<file path="src/rtl/pipe_if_pkg.sv">
`default_nettype none
// +--------------------------------------------------------------------+
// | pipe_if_pkg                                                        |
// | Shared encodings and types for the queued instruction-fetch stage. |
// | Revision: 1.0 - initial release                                    |
// +--------------------------------------------------------------------+
package pipe_if_pkg;

  // Next-PC source encoding shared with the legacy combinational IF stage
  localparam logic [2:0] PC_SEL_J   = 3'b000;
  localparam logic [2:0] PC_SEL_R   = 3'b001;
  localparam logic [2:0] PC_SEL_SEQ = 3'b010;
  localparam logic [2:0] PC_SEL_B   = 3'b100;

  localparam int          XLEN_DEFAULT     = 32;
  localparam logic [31:0] RESET_PC_DEFAULT = 32'h0000_0000;

  // One fetch-queue slot at the default machine width
  typedef struct packed {
    logic [XLEN_DEFAULT-1:0] pc;
    logic [XLEN_DEFAULT-1:0] pc4;
    logic [XLEN_DEFAULT-1:0] instr;
  } fq_entry_t;

  // Only the three jump/branch codes redirect; every other code is sequential
  function automatic logic is_redirect(input logic [2:0] sel);
    return (sel == PC_SEL_J) || (sel == PC_SEL_R) || (sel == PC_SEL_B);
  endfunction

endpackage
`default_nettype wire

</file>
<file path="src/rtl/pipe_if_queue_fetch_fifo.sv">
`default_nettype none
// +--------------------------------------------------------------------+
// | fetch_fifo                                                         |
// | Synchronous FIFO for fetched entries; flush beats push and pop.    |
// | Revision: 1.0 - initial release                                    |
// +--------------------------------------------------------------------+
module fetch_fifo
  import pipe_if_pkg::*;
#(
  parameter int  DEPTH   = 4,
  parameter type ENTRY_T = fq_entry_t
) (
  input  logic                 clk,
  input  logic                 rst,
  input  logic                 push,
  input  logic                 pop,
  input  logic                 flush,
  input  ENTRY_T               wdata,
  output ENTRY_T               rdata,
  output logic [$clog2(DEPTH):0] count,
  output logic                 full,
  output logic                 empty
);

  localparam int AW = $clog2(DEPTH);
  localparam int CW = AW + 1;

  ENTRY_T        mem [DEPTH];
  logic [AW-1:0] wptr;
  logic [AW-1:0] rptr;
  logic          do_push;
  logic          do_pop;

  assign empty   = (count == '0);
  assign full    = (count == CW'(DEPTH));
  assign do_push = push & ~flush;
  assign do_pop  = pop & ~flush & ~empty;
  assign rdata   = mem[rptr];

  // Pointer and occupancy bookkeeping; flush empties the queue in one cycle
  always_ff @(posedge clk or posedge rst) begin
    if (rst) begin
      wptr  <= '0;
      rptr  <= '0;
      count <= '0;
    end else if (flush) begin
      wptr  <= '0;
      rptr  <= '0;
      count <= '0;
    end else begin
      if (do_push) wptr <= wptr + 1'b1;
      if (do_pop)  rptr <= rptr + 1'b1;
      count <= count + CW'(do_push) - CW'(do_pop);
    end
  end

  // Entry storage needs no reset: occupancy decides what is visible
  always_ff @(posedge clk) begin
    if (do_push) mem[wptr] <= wdata;
  end

endmodule
`default_nettype wire

</file>
<file path="src/rtl/pipe_if_queue.sv">
`default_nettype none
// +--------------------------------------------------------------------+
// | pipe_if_queue                                                      |
// | Instruction fetch: PC select, 1-cycle imem read, fetch queue with  |
// | valid/ready toward decode and same-cycle bypass when empty.        |
// | Revision: 1.0 - initial release                                    |
// +--------------------------------------------------------------------+
module pipe_if_queue
  import pipe_if_pkg::*;
#(
  parameter int               XLEN     = 32,
  parameter logic [XLEN-1:0]  RESET_PC = XLEN'(RESET_PC_DEFAULT),
  parameter int               FQ_DEPTH = 4,
  parameter int               IMEM_AW  = 11
) (
  input  logic                    clk,
  input  logic                    rst,
  input  logic [2:0]              pc_mux_sel,
  input  logic [XLEN-1:0]         j_pc,
  input  logic [XLEN-1:0]         r_pc,
  input  logic [XLEN-1:0]         b_pc,
  input  logic                    halt,
  output logic                    imem_req,
  output logic [IMEM_AW-1:0]      imem_addr,
  input  logic [XLEN-1:0]         imem_rdata,
  output logic                    out_valid,
  input  logic                    out_ready,
  output logic [XLEN-1:0]         out_pc,
  output logic [XLEN-1:0]         out_pc4,
  output logic [XLEN-1:0]         out_instr,
  output logic [$clog2(FQ_DEPTH):0] fq_count
);

  localparam int CW = $clog2(FQ_DEPTH) + 1;

  typedef struct packed {
    logic [XLEN-1:0] pc;
    logic [XLEN-1:0] pc4;
    logic [XLEN-1:0] instr;
  } entry_t;

  logic [XLEN-1:0] pc;
  logic [XLEN-1:0] tag_pc;
  logic [XLEN-1:0] sel_src;
  logic [XLEN-1:0] target;
  logic            inflight;
  logic            redirect;
  logic            credit;
  logic [CW:0]     occupancy;
  logic            pop;
  logic            fifo_push;
  logic            fifo_pop;
  logic            fifo_full;
  logic            fifo_empty;
  entry_t          incoming;
  entry_t          fifo_head;
  entry_t          head;

  assign redirect = is_redirect(pc_mux_sel);

  // Redirect target from the selected source, forced to word alignment
  always_comb begin
    sel_src = b_pc;
    case (pc_mux_sel)
      PC_SEL_J: sel_src = j_pc;
      PC_SEL_R: sel_src = r_pc;
      default:  sel_src = b_pc;
    endcase
    target = {sel_src[XLEN-1:2], 2'b00};
  end

  // A slot is reserved for the outstanding read, so the queue can never overflow
  assign occupancy = {1'b0, fq_count} + {{CW{1'b0}}, inflight};
  assign credit    = occupancy < (CW+1)'(FQ_DEPTH);
  assign imem_req  = ~rst & ~halt & ~redirect & credit;
  assign imem_addr = pc[IMEM_AW+1:2];

  assign incoming.pc    = tag_pc;
  assign incoming.pc4   = tag_pc + XLEN'(4);
  assign incoming.instr = imem_rdata;

  // An arriving response is shown directly when the queue is empty
  assign out_valid = ~rst & ~redirect & (~fifo_empty | inflight);
  assign head      = fifo_empty ? incoming : fifo_head;
  assign out_pc    = head.pc;
  assign out_pc4   = head.pc4;
  assign out_instr = head.instr;

  assign pop       = out_valid & out_ready;
  assign fifo_push = inflight & ~redirect & ~(fifo_empty & pop);
  assign fifo_pop  = pop & ~fifo_empty;

  // PC advance, redirect and in-flight tag tracking
  always_ff @(posedge clk or posedge rst) begin
    if (rst) begin
      pc       <= RESET_PC;
      tag_pc   <= '0;
      inflight <= 1'b0;
    end else if (redirect) begin
      pc       <= target;
      inflight <= 1'b0;
    end else begin
      inflight <= imem_req;
      if (imem_req) begin
        tag_pc <= pc;
        pc     <= pc + XLEN'(4);
      end
    end
  end

  fetch_fifo #(
    .DEPTH   (FQ_DEPTH),
    .ENTRY_T (entry_t)
  ) u_fifo (
    .clk   (clk),
    .rst   (rst),
    .push  (fifo_push),
    .pop   (fifo_pop),
    .flush (redirect),
    .wdata (incoming),
    .rdata (fifo_head),
    .count (fq_count),
    .full  (fifo_full),
    .empty (fifo_empty)
  );

  // A push into a full queue must coincide with a pop
  assert property (@(posedge clk) disable iff (rst) !(fifo_push && fifo_full && !fifo_pop));

endmodule
`default_nettype wire

</file>
<file path="config.mk">
export PLATFORM = sky130hd
export DESIGN_NAME = pipe_if_queue
export DESIGN_NICKNAME = d
export VERILOG_FILES = /design/src/rtl/pipe_if_pkg.sv /design/src/rtl/pipe_if_queue_fetch_fifo.sv /design/src/rtl/pipe_if_queue.sv
export SDC_FILE = /design/constraint.sdc
export NUM_CORES = 1
export LEC_CHECK = 0
export BUFFER_PORTS_ARGS = -buffer_cell sky130_fd_sc_hd__buf_4
export CAP_MARGIN = 10
export CELL_PAD_IN_SITES_DETAIL_PLACEMENT = 2
export CELL_PAD_IN_SITES_GLOBAL_PLACEMENT = 2
export CORE_MARGIN = 1.5
export CORE_UTILIZATION = 42
export DETAILED_ROUTE_END_ITERATION = 10
export PLACE_DENSITY = 0.88
export SYNTH_ARGS = -nofsm -noshare
export SYNTH_HDL_FRONTEND = slang
export SYNTH_SLANG_ARGS = --single-unit
export TNS_END_PERCENT = 10
</file>
<file path="constraint.sdc">
create_clock -name clk -period 5.35 [get_ports clk]
set_input_delay 1.07 -clock clk [delete_from_list [all_inputs] [get_ports clk]]
set_output_delay 1.07 -clock clk [all_outputs]
set_load 0.005 [all_outputs]
</file>
# After elaboration in Yosys (flattened, before gate mapping)
# Memories as Yosys holds them, arrays and structs flattened.
# Cells that the tools add are included.
# word_totals
register_bits,72
ramBits,384
in_bits,135
output_inout_bits,112
wordCells,56
n_memories,1
# classes
add_sub_neg,7
order_cmp,1
n_eq_ne,2
mux,12
bitwise,19
reduce_logical,8
# mem_list
memory,depth,word_bits,rd,rd_ports_with_merged_regs,wr,line,rtl
u_fifo.mem,4,96,1,0,1,pipe_if_queue_fetch_fifo.sv:28,ENTRY_T mem [DEPTH];
# op_table
op,count
$mux W96,1
$add A32 B3 Y32 const B,2
$mux W32,2
$pmux W32 S2,1
$and A1 B1 Y1,13
$mux W2,4
$logic_not A3 Y1,2
$reduce_bool A2 Y1,3
$not A1 Y1,5
$add A2 B1 Y2 const B,2
$add A3 B1 Y4,1
$lt A4 B3 Y1 const B,1
$add A3 B1 Y3,1
$eq A3 B1 Y1 const B,1
$eq A3 B3 Y1 const B,1
$mux W1,3
$mux W3,1
$sub A3 B1 Y3,1
$logic_or A1 B1 Y1,2
$reduce_and A2 Y1,1
$or A1 B1 Y1,1

# Logic depth before layout (Yosys ltp)
# depth
depth_word,14
mapped_depth,11
ltp_nobuf,9

# Modules after synthesis
# A second synthesis with hierarchy kept.
# unflattened
cells_unflattened,1195
area_unflattened_um2,20048.0
# modules_own_cells
mod,n_inst,cells_per_inst,area_each_um2,seq_area_each_um2
fetch_fifo,1,547,14321.2,11706.2
pipe_if_queue,1,648,5726.7,1526.5

# Worst setup path after synthesis
# No wires, ideal clock.
# synth_timing
kind,input -> register
start,in pc_mux_sel[0]
end,mem u_fifo.mem[0][0] (netlist name) (enable)
setup_ns,0.461
arrival_time_ns,3.866
t_required_ns,4.889
setup_slack_ns,1.023
path_stages,4
n_path_buf,1
path_cell_list,clkbuf_1 -> a21oi_1 -> nor2_1 -> and2_1
# synth_via
elab_chain_cells,13
elab_cells_between_ends,16
classes_between,eq/ne (2); mux (2); bitwise (9); reduce/logical (3)
# synth_rtl
item,line,rtl
"start, declared",pipe_if_queue.sv:18,"input logic [2:0] pc_mux_sel,"
$eq A3 B1 Y1 / $logic_not A3 Y1 (equally long branches),pipe_if_pkg.sv:27,return (sel == PC_SEL_J) || (sel == PC_SEL_R) || (sel == PC_SEL_B);
$logic_or A1 B1 Y1,pipe_if_pkg.sv:27,
$logic_or A1 B1 Y1 (*),pipe_if_pkg.sv:27,
$not A1 Y1 (no source line) (*),-,
$and A1 B1 Y1 (2 in a row),pipe_if_queue.sv:83,assign out_valid = ~rst & ~redirect & (~fifo_empty | inflight);
$and A1 B1 Y1,pipe_if_queue.sv:89,assign pop = out_valid & out_ready;
$and A1 B1 Y1,pipe_if_queue.sv:90,assign fifo_push = inflight & ~redirect & ~(fifo_empty & pop);
$not A1 Y1,pipe_if_queue.sv:90,
$and A1 B1 Y1,pipe_if_queue.sv:90,
$and A1 B1 Y1 (*),pipe_if_queue_fetch_fifo.sv:36,assign do_push = push & ~flush;
$mux W1 (*),pipe_if_queue_fetch_fifo.sv:59,if (do_push) mem[wptr] <= wdata;
$mux W1 (not written as such) (*),pipe_if_queue_fetch_fifo.sv:59,
"end, declared",pipe_if_queue_fetch_fifo.sv:28,
# Every way passes the cells marked *; elsewhere a longest branch is shown, timed or not.

==> impl_results.rst <==
.. list-table::
   :header-rows: 1

   * - Metric
     - Value
   * - Std cell rows
     - 78
   * - Number of cells produced by synthesis
     - 1252
   * - DRC violation total after the first TritonRoute iteration
     - ~1000
   * - Max capacitance violation total
     - 0
   * - Routability congestion estimate
     - 0.779
   * - Placed wire-length estimate
     - 38.4 mm
   * - Post-layout net count
     - about 1600
   * - Most used DFF post-synth
     - edfxtp_1
   * - Number of I/O pins
     - about 250
   * - Post-detailed-route DRC marker count
     - 0
   * - Number of distinct library cells after synthesis
     - 63
   * - Worst path cell trace
     - nand4_1, nor4_4, nand4_1, xnor2_1, mux2_2, buf_4
   * - CTS hold repair buffers
     - 0
   * - Dpl ws
     - 1370 ps
   * - Most frequent standard cell in the layout excluding fill and tap cells
     - edfxtp_1
   * - Detailed-route vias per instance
     - 5.79
   * - Sequential fraction of the synthesis area
     - 0.663
   * - Die X-Extent
     - approximately 220 um
   * - Number of instances resized during post-cts repair
     - 0
   * - Endpoint class of the critical path
     - primary output
   * - Count of final max-slew check failures
     - 0
   * - Worst slew slack as a fraction of its limit
     - 0.303
   * - Buffers added on ports
     - about 240
   * - Number of detailed-route iterations in the first pass
     - 8
   * - Setup Viol. Count Final
     - 0
   * - Area of the mapped netlist
     - 0.0192 mm2
   * - Cell with the largest stage delay on the worst path
     - nor4_4
   * - Post-synthesis sequential element count
     - ~440
   * - Source of the worst hold timing path
     - pc[13]
   * - Final worst setup slack
     - 756 ps
   * - Leakage power summed over all cells
     - about 8.3 nW
   * - Met3 capacity usage during global routing
     - 0.0447
   * - WL final
     - between 60 and 70 mm
   * - CTS Buffer Depth
     - 3
   * - Post-synth EDFFs
     - ~370
   * - Clock tree from TritonCTS
     - done
   * - Clock network latency to the later pin of the worst-skew pair
     - approximately 580 ps
   * - Largest delay contributor family on the critical path
     - simple AND/OR/NAND/NOR gates
   * - Hold_ws
     - 574 ps
   * - Core Area
     - 0.0453 mm2
   * - Relative area change from synthesis to final layout
     - 20.2%
   * - Wire length per cell
     - just under 30 um
   * - Clock Skews
     - about 22 ps
   * - Total vias in the final route
     - ~12000
   * - Setup Buffers After CTS
     - 0
   * - Diodes inserted
     - 0
   * - Accumulated negative setup slack
     - 0 ps
   * - Number of sinks on the clock net
     - about 440
   * - FMAX
     - between 200 and 250 MHz
   * - Initial standard-cell utilization of the core
     - 0.425
   * - Worst-path fanout max
     - 11
   * - Placed cell area
     - ~0.022 mm2
   * - Number of buffers inserted during clock tree synthesis
     - 48
   * - Met2 track demand over resource
     - 0.470
   * - Vias in the first global route
     - about 13000
   * - H-tree levels
     - 2
   * - PD cells
     - between 500 and 600 mW/mm2
   * - Final std cell area, no fill
     - about 0.023 mm2
   * - Critical path startpoint
     - tag_pc[5]
   * - Time the worst path needs with I/O delays and setup
     - between 4000 and 5000 ps
   * - Async S/R FF share, synth
     - 0.156
   * - Maximum single-stage delay on the critical path
     - about 650 ps
   * - Die span in y
     - around 220 um
   * - Root Buffer Master
     - clkbuf_16
   * - Crit path buffers/inverters
     - 1
   * - Total track usage
     - 0.266
   * - Cell repeated most along the worst path
     - nand4_1
   * - Worst EP required
     - around 4300 ps
   * - Met1 Usage GRT
     - 0.332
   * - Share of cells above drive strength 1
     - 0.337
   * - First-pass GRT wire length
     - between 90 and 100 mm
   * - Die Footprint
     - around 0.047 mm2
   * - Period utilization
     - 0.859
   * - Routing layer with the top usage in global route
     - met2
   * - Reg-to-reg startpoint
     - u_fifo.count[1]
   * - Synthesized area per cell
     - around 15 um2
   * - Kind of launch point of the worst setup path
     - flip-flop
   * - Number of antenna-violating nets in the routed design
     - 0
   * - Clock slew at reported path FFs
     - 60 ps
   * - Highest-count cells in the layout ignoring fill and taps
     - 368 x edfxtp_1, 247 x buf_4, 231 x nand2_1, 92 x mux4_2, 71 x mux2_2
   * - Worst hold path class
     - reg -> reg
   * - Actual transition at the worst max-transition pin
     - 1040 ps
   * - Final Hold Violating Endpoints
     - 0
   * - Arrival time at the worst endpoint
     - 3520 ps
   * - Worst voltage drop across the vdd grid
     - roughly 0.28 mV
   * - Unrepaired setup endpoints after global routing
     - false
   * - Warnings, synthesis
     - 0
   * - Setup Crit Path Kind
     - reg -> out
   * - Aggregate global routing overflow
     - 0
   * - Power after layout
     - approximately 0.012 W
   * - Maximum number of pins on one net before global-route repair
     - 93
   * - Antenna violations before repair
     - 0
   * - Outcome
     - finished, final reports clean
==> Yosys cell counts (2+ instances only) <==
cell         n  area [um2]
edfxtp_1   368       11100
nand2_1    231         867
mux4_2      92        2070
mux2_2      71         800
dfrtp_1     68        1700
nor2_1      45         169
xnor2_1     40         350
clkbuf_1    34         128
a21oi_1     32         160
nand3_1     23         115
nand4_1     22         138
o22a_1      21         184
buf_4       18         135
buf_1       17        63.8
buf_2       14        70.1
inv_1       13        48.8
nor3_1      12        60.1
xor2_1      12         105
mux2i_1     10         100
and2_1       9        56.3
ha_1         9         113
o21ai_0      9        45.0
and3_1       8        50.1
nor4_1       8        50.1
and4_1       7        61.3
o22ai_1      6        37.5
nand2b_1     5        31.3
a31oi_1      3        18.8
nor4_4       3        63.8
o2bb2ai_1    3        26.3
mux2_1       2        22.5
nor4_2       2        25.0
o31ai_1      2        15.0
o32ai_1      2        17.5
or2_2        2        12.5
or4_1        2        15.0
==> final timing paths <==
path	end	slack (ps)	depth (start not counted)
max	out_pc4[29]	760	6
min	pc[13]	570	1
max reg2reg	u_fifo.mem[0][70]	1660	5
min reg2reg	pc[13]	570	1
max in group asynchronous	u_fifo.rptr[0]	3650	3
min in group asynchronous	pc[18]	610	2
==> sequential cells by signal, indices dropped and copies added, names as in the netlist <==
register and flops:
pc 30, tag_pc 30, inflight 1, u_fifo.rptr 2, u_fifo.mem 368, u_fifo.count 3, u_fifo.wptr 2
==> through the flow <==
| step | std cells | util |
|---|---|---|
| 2_1_floorplan | 1255 | - |
| 3_3_place_gp | 2023 | 0.476 |
| 3_5_place_dp | 2023 | 0.476 |
| 4_1_cts | 2112 | 0.510 |
| 5_1_grt | 2112 | 0.510 |
| 6_report | 2112 | 0.510 |
==> power breakdown <==
part           internal, W  leakage [nW]  switching (W)
registers          0.00416          4.09       0.000573
logic              0.00169          3.42        0.00204
clock network      0.00190         0.755        0.00138
==> area by class of cell <==
type | instances | area (um2)
clock buffer | 67 | 1350
clock inverter | 22 | 186
fill | 4254 | 22200
inverter | 13 | 48.8
multi-input combinational | 722 | 6060
sequential | 436 | 12800
tap | 600 | 751
timing repair buffer | 252 | 1950
==> layer usage <==
metal,up-vias,part of all wire
li1,5199,-
met1,6469,0.40
met2,470,0.52
met3,88,0.055
met4,0,0.026
met5,-,0
==> worst register-to-register path: cells and delay by family, from the launching register on <==
family	cells	cell delay [ps]
AO/OA/AOI/OAI	1	430
buffers and inverters	1	420
AND/OR/NAND/NOR	3	1850
flip-flops	1	530
==> cell families after synthesis <==
family | Yosys count | share of synthesized area
other | 1 | 0.000195
flip-flops | 436 | 0.663
XOR/XNOR | 52 | 0.0237
adder cells (fa/ha/maj) | 10 | 0.00690
buffers and inverters | 97 | 0.0234
AO/OA/AOI/OAI | 89 | 0.0315
multiplexers | 175 | 0.156
AND/OR/NAND/NOR | 392 | 0.0954
(Power assumes the default switching activity.)
